### src/rtl/layer_input_feeder_pkg.sv
// -----------------------------------------------------------------------------
// layer_input_feeder_pkg
// Shared definitions for the layer input feeder and its FIFO:
//   - clog2       : ceiling log2, never below 1 (index/pointer widths)
//   - word_width  : data word width from float size plus Flopoco extra bits
//   - extra_bits_legal : only 0 or 2 extra bits are supported
//   - fifo_flags_t: full/empty status bundle exported by the FIFO
// -----------------------------------------------------------------------------
package layer_input_feeder_pkg;

    typedef struct packed {
        logic full;
        logic empty;
    } fifo_flags_t;

    function automatic int clog2(input int n);
        int r;
        r = 0;
        for (int v = n - 1; v > 0; v = v >> 1) begin
            r = r + 1;
        end
        return (r == 0) ? 1 : r;
    endfunction

    function automatic int word_width(input int bit_width, input int extra_bits);
        return bit_width + extra_bits;
    endfunction

    function automatic bit extra_bits_legal(input int extra_bits);
        return (extra_bits == 0) || (extra_bits == 2);
    endfunction

endpackage

### src/rtl/layer_input_feeder_fifo.sv
// -----------------------------------------------------------------------------
// feeder_fifo
// First-word-fall-through synchronous FIFO. The head entry is always visible
// on o_rd_data; a read request consumes it. Writes are ignored when full and
// reads are ignored when empty, so callers may drive the requests freely.
// Ports:
//   clk, rst   : clock, asynchronous active-high reset
//   i_wr_en    : write request, i_wr_data : word to store
//   i_rd_en    : consume head entry, o_rd_data : head entry (combinational)
//   o_flags    : full / empty status
// -----------------------------------------------------------------------------
module feeder_fifo
    import layer_input_feeder_pkg::*;
#(
    parameter int WIDTH = 32,
    parameter int DEPTH = 4
) (
    input  logic             clk,
    input  logic             rst,
    input  logic             i_wr_en,
    input  logic [WIDTH-1:0] i_wr_data,
    input  logic             i_rd_en,
    output logic [WIDTH-1:0] o_rd_data,
    output fifo_flags_t      o_flags
);

    localparam int AW = clog2(DEPTH);
    localparam int CW = AW + 1;

    generate
        if ((DEPTH < 2) || ((DEPTH & (DEPTH - 1)) != 0)) begin : g_bad_depth
            $error("feeder_fifo: DEPTH must be a power of two and at least 2");
        end
    endgenerate

    logic [WIDTH-1:0] r_mem [DEPTH];
    logic [AW-1:0]    r_wr_ptr;
    logic [AW-1:0]    r_rd_ptr;
    logic [CW-1:0]    r_count;

    logic w_full;
    logic w_empty;
    logic w_push;
    logic w_pop;

    assign w_full  = (r_count == CW'(DEPTH));
    assign w_empty = (r_count == '0);
    assign w_push  = i_wr_en && !w_full;
    assign w_pop   = i_rd_en && !w_empty;

    // Power-of-two depth lets the pointers wrap by natural overflow.
    always_ff @(posedge clk or posedge rst) begin
        if (rst) begin
            r_wr_ptr <= '0;
            r_rd_ptr <= '0;
            r_count  <= '0;
        end else begin
            if (w_push) r_wr_ptr <= r_wr_ptr + AW'(1);
            if (w_pop)  r_rd_ptr <= r_rd_ptr + AW'(1);
            case ({w_push, w_pop})
                2'b10:   r_count <= r_count + CW'(1);
                2'b01:   r_count <= r_count - CW'(1);
                default: r_count <= r_count;
            endcase
        end
    end

    // Storage carries no reset; stale entries are unreachable once pointers clear.
    always_ff @(posedge clk) begin
        if (w_push) r_mem[r_wr_ptr] <= i_wr_data;
    end

    assign o_rd_data = r_mem[r_rd_ptr];
    assign o_flags   = '{full: w_full, empty: w_empty};

endmodule

### src/rtl/layer_input_feeder.sv
// -----------------------------------------------------------------------------
// layer_input_feeder
// Buffers the serialized neuron-output stream and presents it word by word to
// the next layer's ALUs, tagged with its position in the layer vector.
// Ports:
//   clk, rst      : clock, asynchronous active-high reset
//   shift_res     : incoming word, shift_valid : word present, shift_ready : space
//   alu_in        : head word, alu_in_valid : head present, alu_in_ready : consume
//   in_index      : position of alu_in in the layer vector
//   in_last       : alu_in is the final word of the vector
//   layer_done    : one-cycle pulse after the final word is consumed
//   ovf_err       : sticky, a word was offered while the FIFO was full
// -----------------------------------------------------------------------------
module layer_input_feeder
    import layer_input_feeder_pkg::*;
#(
    parameter  int NUM_INPUTS = 2,
    parameter  int BIT_WIDTH  = 32,
    parameter  int EXTRA_BITS = 0,
    parameter  int FIFO_DEPTH = 4,
    localparam int W          = word_width(BIT_WIDTH, EXTRA_BITS),
    localparam int IW         = clog2(NUM_INPUTS)
) (
    input  logic          clk,
    input  logic          rst,
    input  logic [W-1:0]  shift_res,
    input  logic          shift_valid,
    output logic          shift_ready,
    output logic [W-1:0]  alu_in,
    output logic          alu_in_valid,
    input  logic          alu_in_ready,
    output logic [IW-1:0] in_index,
    output logic          in_last,
    output logic          layer_done,
    output logic          ovf_err
);

    generate
        if (!extra_bits_legal(EXTRA_BITS)) begin : g_bad_extra
            $error("layer_input_feeder: EXTRA_BITS must be 0 or 2");
        end
        if (NUM_INPUTS < 2) begin : g_bad_inputs
            $error("layer_input_feeder: NUM_INPUTS must be at least 2");
        end
    endgenerate

    fifo_flags_t   w_flags;
    logic          w_pop;
    logic          w_last;
    logic [IW-1:0] r_idx;
    logic          r_layer_done;
    logic          r_ovf;

    feeder_fifo #(
        .WIDTH (W),
        .DEPTH (FIFO_DEPTH)
    ) u_fifo (
        .clk       (clk),
        .rst       (rst),
        .i_wr_en   (shift_valid),
        .i_wr_data (shift_res),
        .i_rd_en   (alu_in_ready),
        .o_rd_data (alu_in),
        .o_flags   (w_flags)
    );

    assign shift_ready  = !w_flags.full;
    assign alu_in_valid = !w_flags.empty;
    assign w_pop        = alu_in_valid && alu_in_ready;
    assign w_last       = (r_idx == IW'(NUM_INPUTS - 1));

    always_ff @(posedge clk or posedge rst) begin
        if (rst) begin
            r_idx        <= '0;
            r_layer_done <= 1'b0;
            r_ovf        <= 1'b0;
        end else begin
            r_layer_done <= w_pop && w_last;
            if (w_pop) begin
                r_idx <= w_last ? '0 : r_idx + IW'(1);
            end
            // A word offered at full is dropped by the FIFO; remember it.
            if (shift_valid && !shift_ready) begin
                r_ovf <= 1'b1;
            end
        end
    end

    assign in_index   = r_idx;
    assign in_last    = w_last;
    assign layer_done = r_layer_done;
    assign ovf_err    = r_ovf;

endmodule

### config.mk
export PLATFORM = sky130hd
export DESIGN_NAME = layer_input_feeder
export DESIGN_NICKNAME = d
export VERILOG_FILES = /design/src/rtl/layer_input_feeder_pkg.sv /design/src/rtl/layer_input_feeder_fifo.sv /design/src/rtl/layer_input_feeder.sv
export SDC_FILE = /design/constraint.sdc
export NUM_CORES = 1
export LEC_CHECK = 0
export CAP_MARGIN = 0
export CELL_PAD_IN_SITES_DETAIL_PLACEMENT = 1
export CELL_PAD_IN_SITES_GLOBAL_PLACEMENT = 1
export CORE_MARGIN = 4
export CORE_UTILIZATION = 44
export DETAILED_ROUTE_END_ITERATION = 16
export PLACE_DENSITY = 0.85
export RECOVER_POWER = 25
export SYNTH_ARGS = -nofsm -noshare
export SYNTH_HDL_FRONTEND = slang
export SYNTH_HIERARCHICAL = 1
export SYNTH_SLANG_ARGS = --single-unit
### constraint.sdc
create_clock -name clk -period 4.9 [get_ports clk]
set_input_delay 0.49 -clock clk [delete_from_list [all_inputs] [get_ports clk]]
set_output_delay 0.49 -clock clk [all_outputs]
set_load 0.02 [all_outputs]
==> flow_metrics.tcl <==
set metrics [dict create \
    cts_root_buf "clkbuf_16" \
    synth_fp_nets 261 \
    gp_congestion 0.663 \
    leakagePower_nw 2.25 \
    htree_levels 4 \
    antenna_found_initial 0 \
    rows 39 \
    cp_cell_sequence "buf_4, mux4_2, clkdlybuf4s50_1" \
    drtIter0Drc 120 \
    cts_tree "built" \
    die_w_um 117 \
    synthFlopType "edfxtp_1" \
    gr-total-overflow 0 \
    layout-drive-gt1-share 0.207 \
    yosys_warnings 6 \
    drt-vias-per-instance 5.19 \
    final.period_utilization 0.657 \
    maxSlewHeadroom 0.372 \
    final_area_mm2 0.00663 \
    worst_path_largest_cell_delay_ns 0.76 \
    ios 74 \
    arrival_ns 2.73 \
    cts_resized 0 \
    initial_core_util 0.454 \
    nets 343 \
    grt_first_pass_wirelength_um 14700 \
    dr.pass1.iters 4 \
    final_common_cell "edfxtp_1" \
    worstSetupPathType "reg -> out" \
    synth-edff-count 128 \
    p_per_area_mw_per_mm2 649 \
    dpl.hpwl_um 5780 \
    drc_errors 0 \
    syn_to_final_growth_pct 26.3 \
    ys_types 27 \
    cts_inserted_buffers 17 \
    grt_use_met1 0.193 \
    diodes 0 \
    setup.worst_path.start_class "register" \
    outcome "completed" \
    end_kind "output pin" \
    detail_route.wirelength_um 9370 \
    cts_setup_buffers 0 \
    hold_path.class "in -> async" \
    grt_pass1_vias 2648 \
    syn-instance-count 219 \
    coreArea_mm2 0.0116 \
    crit_fanout 19 \
    synth.avg_cell_area_um2 24.0 \
    fin_tns_setup_ns 0 \
    path_buf_inv 2 \
    layout_common_cells "edfxtp_1 (128), clkdlybuf4s50_1 (54), mux4_2 (28)" \
    routedWlPerCell_um 20.5 \
    die_area_mm2 0.0137 \
    grtUsageMet3 0.0391 \
    placed_area_mm2 0.00606 \
    maxCapViolCount 0 \
    critPathRequiredTime_ns 4.41 \
    port_buffers 73 \
    async_flop_share 0.0725 \
    grt.total_usage 0.150 \
    clkTransAtPathRegs_ns 0.05 \
    hold_buffers 0 \
    crit_family "buffers and inverters" \
    ys_seq_area_frac 0.780 \
    worst_pin_slew_ns 0.942 \
    cts.sinks 138 \
    final_util 0.573 \
    grt_max_degree 34 \
    final-setup-viol-count 0 \
    final_antenna_net_count 0 \
    finalMaxSlewViolations 0 \
    crit_slowest_cell "dfrtp_2" \
    vias 2370 \
    grt_busiest_layer "met2" \
    cts_buffer_depth 2 \
    max_freq_mhz 311 \
    netlist_area_mm2 0.00525 \
    synth_seq_cells 138 \
    vdd_drop_max_v 0.000302 \
    grtUsageMet2 0.244 \
    p_total_mw 4.30 \
    timing.final.hold_violations 0 \
    skew_ns 0.00661 \
    fp.dieH_um 117 \
    fin_crit_ns 3.22 \
    clkLatencyLatePin_ns 0.40 \
    rsz0062_at_grt "no" \
]
[layer usage]
layer / part of all wire / vias to the layer above
met5: 0 / -
met4: 0.012 / 0
met3: 0.035 / 11
met2: 0.52 / 51
met1: 0.43 / 1244
li1: - / 1064
[logic make-up after synthesis]
kind of cell	share of synthesized area
adders and majority gates	0.0157
muxes	0.144
DFF	0.780
AOI/OAI and AO/OA	0.00310
and+or+nand+nor	0.0150
xor gates and xnor gates	0.0131
buffers and inverters	0.0286
[layout make-up]
type | count | area (um2)
fillers | 984 | 4940
flip-flops and latches | 138 | 4100
multi-input cells | 60 | 1010
repair buffers | 74 | 738
clock buffers | 30 | 534
well taps | 143 | 179
inverters | 10 | 37.5
clock inverters | 2 | 35.0
[path summary, 6_finish.rpt]
path                                    startpoint             endpoint  slack (ns)  cells past startpoint
worst max-delay path            u_fifo/r_rd_ptr[0]            alu_in[7]        1.68                      3
worst min-delay path                           rst              ovf_err        0.43                      2
worst max register to register   u_fifo/r_count[2]  u_fifo/r_mem[3][24]        2.79                      3
worst min register to register             ovf_err              ovf_err        0.47                      1
max in group asynchronous                      rst   u_fifo/r_rd_ptr[1]        4.12                      2
min in group clk                           ovf_err              ovf_err        0.47                      1
[power by group]
group / internal [mW] / switching [mW]
sequential: 1.57 / 0.180
combinational: 0.700 / 0.653
clock: 0.780 / 0.414
[metrics by stage]
step,worst slack (ns),std cells,hold WS [ns]
after floorplan,2.90,219,0.244
after CTS,1.56,457,0.285
final,1.68,457,0.429
after detailed placement,2.00,425,0.455
after global routing,1.48,457,0.427
after global placement,2.05,425,0.441
[Yosys cell counts, types with 3 or more instances]
| library cell | n | area [um2] |
|---|---|---|
| and2_1 | 4 | 25.0 |
| inv_1 | 10 | 37.5 |
| buf_4 | 3 | 22.5 |
| dfrtp_1 | 10 | 250 |
| xor2_1 | 3 | 26.3 |
| mux4_1 | 4 | 105 |
| buf_2 | 3 | 15.0 |
| mux4_2 | 28 | 631 |
| edfxtp_1 | 128 | 3840 |
| ha_1 | 5 | 62.6 |
| buf_12 | 3 | 60.1 |
| xnor2_1 | 3 | 26.3 |
[sequential cells by signal, summed over array words and instances (netlist names)]
name / flops
u_fifo/r_rd_ptr: 2
layer_done: 1
ovf_err: 1
in_index: 1
u_fifo/r_mem: 128
u_fifo/r_count: 3
u_fifo/r_wr_ptr: 2
(Power assumes the default switching activity.)
==> patch: new RTL, same settings <==
Make the reset (`rst`) synchronous in 2 clocked blocks. Comments in the files are not updated.
--- a/src/rtl/layer_input_feeder_fifo.sv
+++ b/src/rtl/layer_input_feeder_fifo.sv
@@ -51,3 +51,3 @@
     // Power-of-two depth lets the pointers wrap by natural overflow.
-    always_ff @(posedge clk or posedge rst) begin
+    always_ff @(posedge clk) begin
         if (rst) begin
--- a/src/rtl/layer_input_feeder.sv
+++ b/src/rtl/layer_input_feeder.sv
@@ -71,3 +71,3 @@
 
-    always_ff @(posedge clk or posedge rst) begin
+    always_ff @(posedge clk) begin
         if (rst) begin
Function: differs if rst is asserted again (counterexample within 4 cycles, from zero or initial values and one cycle with rst high); with rst held inactive, the same outputs for 4 cycles.
==> patch against the unedited design <==
  * Sequential cell count up 2
  * Core utilization down 0.39 points
  * Setup slack better by 0.042 ns
  * Highest routed layer unchanged
  * Routed wire length up 3.7%
  * Clock power down 10%
  * Area after synthesis up 0.62%
  * Design area down 0.68%
  * Sequential share of layout area up 0.27 points
  * Total power down 18%
  * Sequential power down 13%
==> patch: results (changes against the unedited design) <==
| Metric | Value |
|---|---|
| Status | complete, no violations |
| Sequential share of the synthesized area | 77.3% (-0.67 points) |
| Hold Path Sink | ovf_err |
| First-pass GRT wire length | 15700 µm (+6.8%) |
| Largest cells by area after synthesis | edfxtp_1 (73%), mux4_2 (13%), dfxtp_1 (4.5%), ha_1 (1.2%), buf_12 (1.1%) |
| Placed Cells | 442 (+4.0%) |
| Reg2reg path depth | 9 (+6) |
| Largest net degree at the start of global routing | 33 (-2.9%) |
| Top Family by Delay on Critical Path | buffers and inverters |
| 1st-iter DRT viols | 190 (+58%) |
| Mean Syn Cell Area | 22.4 µm² (-6.6%) |
| CP arrival | 2.69 ns (-0.04 ns) |
| Router iterations before antenna repair | 4 (unchanged) |
| CP endpoint | alu_in[4] |
| Synth cell types | 27 (unchanged) |
| Critical Path Fanout Max | 17 (-2) |
| Clk slew on worst S/H paths | 0.05 ns (about the same) |
| Hold slack | 0.479 ns (+0.0502 ns) |
| Initial antenna violation count | 0 (unchanged) |
| Clk_skew | 0.00778 ns (+0.00117 ns) |
| Area after DPL | 0.00609 mm² (+0.54%) |
| Worst r2r src | u_fifo/r_count[2] |
| HPWL Detailed | 5930 µm (+2.6%) |
| Worst-Margin Slew | 0.938 ns (-0.00356 ns) |
| Num CTS Buffers | 17 (unchanged) |
| Switching portion of total power | 27.5% (-1.4 points) |
| Hold Path Cell Cnt | 2 |
| Layout cells sized above 1 | 20.1% (-0.64 points) |
| CTS Root Cell | clkbuf_16 |
| Syn_nets | 278 (+6.5%) |
| Worst slack at placement | 2.06 ns (+0.0600 ns) |
| Vias in the first global route | 2900 (+9.5%) |
| Clock Tree Buf Depth | 2 (unchanged) |
| Hold path startpoint | ovf_err |
| Fmax | 315 MHz (+1.3%) |
| Wire per inst | 20.6 µm (+0.44%) |
| Peak VDD IR | 0.212 mV (-30%) |
| Fill cell count | 1022 (+3.9%) |
| Critical path's slowest cell | dfxtp_2 |
| Cts repair resizes | 0 (unchanged) |
| GP Congestion | 0.711 (+7.3%) |
| Async SR Flop Fraction | 0% (-7.2 points) |
| Post-DR vias/cell | 5.33 (+2.9%) |
| Largest regs | u_fifo/r_mem (128), u_fifo/r_count (3) |
| Finished Cell Area | 0.00658 mm² (-0.68%) |
| Post-route insts no fill | 472 (+3.3%) |
| Crit-path max cell delay | 0.71 ns (-0.05 ns) |
| Top cell types by occurrence after synthesis | edfxtp_1 (128), mux4_2 (30), dfxtp_1 (12) |
| Nets | 360 (+5.0%) |
| GRT Overall Usage | 15.3% (+0.34 points) |
| Port Buffer Count | 73 (unchanged) |
| Reg2Reg Capture Point | u_fifo/r_count[2] |
| Reg2reg setup slack | 2.59 ns (-0.20 ns) |
| Min-delay worst type | reg2reg |
| Lkg Pwr | 2.14 nW (-5.0%) |
==> patch: changes by cell type in the layout (fill, tap and decap cells not counted), moves of 3 or more <==
cell / change
clkinv_2: +4
nor2_1: +6
nand2b_1: +3
xnor2_1: -3
dfrtp_1: -8
clkbuf_1: -3
clkbuf_8: -6
clkinvlp_4: +3
or3_1: +3
dfxtp_1: +10
a21oi_1: +5
o21ai_0: +4
==> patch: worst reg2reg max path: stages, from the launching register on <==
cell,delay (ns)
dfxtp_1,0.43
nor3b_2,0.33
nor2_1,0.16
inv_1,0.09
ha_1,0.18
inv_1,0.06
fa_1,0.37
xor2_1,0.16
or3_1,0.31
a21oi_1,0.15
==> patch: final cells by class <==
cell class | count | area share, %
repair buffers | 74 | 11.2
clock buffers | 21 | 6.69
flip-flops and latches | 140 | 62.1
clock inverters | 9 | 0.779
inverters | 10 | 0.570
multi-input cells | 75 | 16.0
well taps | 143 | 2.72
==> patch: logic make-up (layout without fill, tap and decap cells) <==
kind of cell / after synthesis / count (layout) / synth area share (%)
buf+inv: 21 / 114 / 2.84
fa+ha+maj: 6 / 6 / 1.56
simple gates: 23 / 23 / 2.68
compound gates: 10 / 10 / 1.09
flops: 140 / 140 / 77.3
mux: 33 / 33 / 14.0
xor+xnor: 3 / 3 / 0.498
==> patch: power by group through the flow <==
stage	Combinational, mW	Clock, mW	Sequential [mW]
3_5_place_dp	0.936	0	1.56
6_report	0.915	1.07	1.53
5_1_grt	0.979	1.16	1.55
3_3_place_gp	0.919	0	1.55
4_1_cts	0.940	1.10	1.54
2_1_floorplan	0.661	0	1.50
==> patch: per-layer routing <==
layer,vias to the layer above,wire length [µm],track usage [%],share of wire (%)
met2,67,5150,25.8,53
met3,9,454,5.00,4.7
li1,1119,-,-,-
met1,1323,4020,17.8,41
met5,-,0,0,0
met4,0,97,7.03,1.0
